[src/rtl/kn_fifo_writer.sv]
// kn_fifo_writer: spreads incoming KN rows round-robin over PARA_BLOCKS FIFOs,
// zero-padding a short final group so every transfer ends on a lane boundary.
module kn_fifo_writer #(
  parameter int NUM_PES          = 16,
  parameter int DATA_TYPE        = 16,
  parameter int PARA_BLOCKS      = 4,
  parameter int LOG2_PARA_BLOCKS = 2,
  parameter int ROW_CNT_W        = 16
) (
  input  logic                           clk,
  input  logic                           rst_n,
  input  logic                           i_start,
  input  logic                           i_KN_valid,
  input  logic [DATA_TYPE*NUM_PES-1:0]   i_KN_data,
  input  logic                           i_KN_last,
  output logic                           o_KN_ready,
  input  logic [PARA_BLOCKS-1:0]         i_fifo_KN_full,
  output logic [PARA_BLOCKS-1:0]         o_fifo_KN_wr_en,
  output logic [DATA_TYPE*NUM_PES-1:0]   o_fifo_KN_data_in,
  output logic [ROW_CNT_W-1:0]           o_row_count,
  output logic                           o_busy,
  output logic                           o_done
);

  localparam int ROW_W = DATA_TYPE * NUM_PES;
  localparam logic [LOG2_PARA_BLOCKS-1:0] LAST_LANE = LOG2_PARA_BLOCKS'(PARA_BLOCKS - 1);

  typedef enum logic [1:0] {IDLE, FILL, PAD} state_t;

  state_t                      r_state;
  logic [LOG2_PARA_BLOCKS-1:0] r_wr_ptr;
  logic [PARA_BLOCKS-1:0]      r_wr_en;
  logic [ROW_W-1:0]            r_data;
  logic [ROW_CNT_W-1:0]        r_row_count;
  logic                        r_done;

  logic [PARA_BLOCKS-1:0]      w_lane_sel;
  logic [LOG2_PARA_BLOCKS-1:0] w_ptr_next;
  logic                        w_lane_full;
  logic                        w_at_last_lane;
  logic                        w_accept;

  // One-hot decode of the pointer; doubles as the write strobe and the full-flag select.
  always_comb begin
    w_lane_sel = '0;
    for (int i = 0; i < PARA_BLOCKS; i++) begin
      if (r_wr_ptr == LOG2_PARA_BLOCKS'(i)) w_lane_sel[i] = 1'b1;
    end
  end

  assign w_lane_full    = |(i_fifo_KN_full & w_lane_sel);
  assign w_at_last_lane = (r_wr_ptr == LAST_LANE);
  assign w_ptr_next     = w_at_last_lane ? '0 : r_wr_ptr + LOG2_PARA_BLOCKS'(1);
  assign o_KN_ready     = (r_state == FILL) && !w_lane_full;
  assign w_accept       = i_KN_valid && o_KN_ready;

  always_ff @(posedge clk or negedge rst_n) begin
    if (!rst_n) begin
      r_state     <= IDLE;
      r_wr_ptr    <= '0;
      r_wr_en     <= '0;
      r_data      <= '0;
      r_row_count <= '0;
      r_done      <= 1'b0;
    end else begin
      r_wr_en <= '0;
      r_done  <= 1'b0;
      case (r_state)
        IDLE: begin
          if (i_start) begin
            r_state     <= FILL;
            r_wr_ptr    <= '0;
            r_row_count <= '0;
          end
        end
        FILL: begin
          if (w_accept) begin
            r_data      <= i_KN_data;
            r_wr_en     <= w_lane_sel;
            r_row_count <= r_row_count + ROW_CNT_W'(1);
            r_wr_ptr    <= w_ptr_next;
            // A last row on the final lane closes the group; otherwise pad it out.
            if (i_KN_last) begin
              if (w_at_last_lane) begin
                r_state <= IDLE;
                r_done  <= 1'b1;
              end else begin
                r_state <= PAD;
              end
            end
          end
        end
        PAD: begin
          if (!w_lane_full) begin
            r_data   <= '0;
            r_wr_en  <= w_lane_sel;
            r_wr_ptr <= w_ptr_next;
            if (w_at_last_lane) begin
              r_state <= IDLE;
              r_done  <= 1'b1;
            end
          end
        end
        default: r_state <= IDLE;
      endcase
    end
  end

  assign o_fifo_KN_wr_en   = r_wr_en;
  assign o_fifo_KN_data_in = r_data;
  assign o_row_count       = r_row_count;
  assign o_done            = r_done;
  assign o_busy            = (r_state != IDLE);

endmodule

[config.mk]
export PLATFORM = sky130hd
export DESIGN_NAME = kn_fifo_writer
export DESIGN_NICKNAME = d
export VERILOG_FILES = /design/src/rtl/kn_fifo_writer.sv
export SDC_FILE = /design/constraint.sdc
export NUM_CORES = 1
export LEC_CHECK = 0
export ABC_AREA = 1
export CORE_AREA = 10 10 206 208
export DETAILED_ROUTE_END_ITERATION = 6
export DIE_AREA = 0 0 216 218
export PLACE_DENSITY = 0.66
export SLEW_MARGIN = 10
export SYNTH_ARGS = -nofsm -noshare
export SYNTH_HDL_FRONTEND = slang
export SYNTH_SLANG_ARGS = --single-unit
[constraint.sdc]
create_clock -name clk -period 2 [get_ports clk]
set_clock_uncertainty 0.2 [all_clocks]
set_input_delay 0.4 -clock clk [delete_from_list [all_inputs] [get_ports clk]]
set_output_delay 0.4 -clock clk [all_outputs]
set_load 0.005 [all_outputs]
==> impl_metrics.ini <==
[run_status]
status = finished, violations left
violations = setup timing

[setup_path]
critical_path_class = flop to flop
path_cells = inv_4 > ha_4 > nand2_2 > nand2_2 > inv_2 > nand2_4 > buf_6 > o21bai_4 > buf_12 > buf_12 > buf_8 > buf_12 > nand4_1 > nand2_1
start_kind = flop
crit_path_max_incr_delay_ps = 460
crit_top_cell = buf_12
critPathRequiredTime_ps = 2260
worstPathArrival_ps = 2590
cp_slowest_cell = dfrtp_2
critical_path_peak_fanout = 6
critPathCaptureType = flop

[sta]
worst_pin_slew_ps = 389
setup_tns_ps = -78880
hold_viol_final = 0
timing.fmax_mhz = 428
rsz0062_at_grt = yes
whs_ps = 170
setup_slack_ps = -335
fin_crit_ps = 2340
period_share_pct = 117
finalSetupViolations = 425
slew-limit-headroom_pct = 74.1
finalMaxSlewViolations = 0

[flow_run]
drv_cap = 0

[placement]
place.port_buffers = 543
dp_hpwl_mm = 36.9
place_congestion = 0.844

[clock_tree]
cts_made_buffers = 35
cts_tree = done
clock_path_buffers = 3
clk_pin_slew_ps = 60
cts-root-buf = clkbuf_16
htreeDepth = 2
cts.sinks = 281
clk_latency_ps = 530

[global_routing]
antenna_found_initial = 5
grt_max_degree = 63
grt_pass1_vias = 12793
grt_usage_pct = 21.3
globalRouteOverflowTotal = 0
grt_pass1_wl_mm = 78.8

[die]
coreArea_um2 = 38300
ioPinCount = 544
die_width_um = 216
die-area_um2 = 47100
row_count = 72
die_y_um = 218
start_util_pct = 31.3

[power]
power_density_nw_per_um2 = 1820
irDropWorstVdd_mv = 1.12
leakagePower_nw = 10.0

[synth]
syn_area_per_cell_um2 = 8.81
netlist_area_um2 = 12000
yosys.area.top_type = dfrtp_1
synth_top_area_share_pct = 58.6
syn_inst = 1361
synth_area_leaders = dfrtp_1 (59%), nand2_1 (19%), nand4_1 (14%), buf_2 (2.2%), clkbuf_1 (1.8%)
synth_cell_types = 23
seq_area_frac_synth_pct = 58.6
synth_nets = 1635
synth_warnings = 0
ys_ff_latch = 281

[cells_and_area]
fill_cells = 3317
drive_gt1_share_pct = 13.4
layout_commonest_cell = nand2_1
area_growth_pct = 76.6
nets = 2239
layout_common_cells = nand2_1 (544), clkdlybuf4s50_1 (540), dfrtp_1 (279), nand4_1 (260), buf_12 (49)

[detailed_routing]
first_iter_violations = 1153
drcViolationCount = 0
via_count = 12731
wl_mm = 53.5
vias_per_cell = 5.07
avgRoutedWirePerCell_um = 21.3
antenna_left = 0
firstDrtPassIters = 5

[worst_hold_path]
min_path_type = input pin to async pin
## layout make-up
| cell class | count | area [µm²] | area share [%] |
|---|---|---|---|
| Inverter | 29 | 116 | 0.549 |
| Tap cell | 518 | 648 | 3.06 |
| Multi-Input combinational cell | 937 | 4620 | 21.8 |
| Clock buffer | 50 | 1040 | 4.92 |
| Timing Repair Buffer | 681 | 7650 | 36.1 |
| Sequential cell | 281 | 7030 | 33.2 |
| Antenna cell | 4 | 10.0 | 0.0472 |
| Clock inverter | 11 | 70.1 | 0.331 |
## report_power, final
part           switching, mW  internal (mW)
logic                   11.0           11.5
clock network           2.49           3.62
registers               1.49           8.39
total                   15.0           23.5
## per-layer routing
metal  global-route usage (%)  vias up  routed length, µm
li1                         -     5809                  -
met1                     25.0     6250              20600
met2                     36.2      573              26700
met3                     6.41       97               4450
met4                     8.11        2               1650
met5                        0        -                 11
## sequential cells by signal, indices dropped and copies added (netlist names)
name	count
o_fifo_KN_data_in	256
r_state	2
r_wr_ptr	2
o_done	1
o_fifo_KN_wr_en	4
o_row_count	16
## per-stage QoR
stage	total power, mW	util [%]	setup WS, ps	std cells	cell area [µm²]
floorplan	17.9	-	56.8	1361	12000
global placement	28.4	49.0	-341	2396	18800
detailed placement	28.8	49.0	-359	2396	18800
CTS	37.8	54.5	-304	2502	20900
global route	41.0	55.3	-441	2511	21200
finish	38.5	55.3	-335	2511	21200
## worst max-delay path: cells and delay by family (launching register included)
kind	cells	cell delay, ps
buffers and inverters	7	830
flip-flops	1	460
AND/OR/NAND/NOR	5	390
AO/OA/AOI/OAI	1	190
adder cells (fa/ha/maj)	1	170
## Yosys cell counts
library cell    n
nor2_1         29
o21ai_1         1
ha_1            9
a21oi_1         2
o21bai_2        1
xnor2_1         1
or2_2           3
buf_4           4
nand2_1       592
nand3_1        20
buf_1           1
buf_2          53
a21o_1          1
inv_1          26
nand4_1       260
dfrtp_1       281
nor3_1          2
inv_2           3
xor2_1          3
o21ai_0         8
clkbuf_1       56
o21bai_1        4
nand3b_1        1
## cells by family after synthesis
logic type               Yosys count  synth area share (%)
AND/OR/NAND/NOR                  907                  34.1
flip-flops                       281                  58.6
buffers and inverters            143                  5.15
AO/OA/AOI/OAI                     17                 0.866
adder cells (fa/ha/maj)            9                 0.939
XOR/XNOR                           4                 0.292
## path summary, 6_finish.rpt
check                                      startpoint                      to  slack (ps)  cells past startpoint
worst max-delay path                      r_wr_ptr[0]  o_fifo_KN_data_in[252]        -340                     14
worst min register to register  o_fifo_KN_data_in[89]   o_fifo_KN_data_in[89]         270                      2
worst min-delay path                            rst_n  o_fifo_KN_data_in[107]         170                      2
min in group clk                       i_KN_data[189]  o_fifo_KN_data_in[189]         230                      3
max in group asynchronous                       rst_n  o_fifo_KN_data_in[150]         700                      3
worst max register to register            r_wr_ptr[0]  o_fifo_KN_data_in[252]        -340                     14
## repair_timing
item	CTS	global route
endpoints found under the setup margin	544	557
cloned	18	7
hold endpoints to repair	253	0
hold buffers	1	0
pin swaps	52	41
setup buffers	26	5
resized for setup	80	71
No activity file was read; power rests on OpenSTA's default activity.
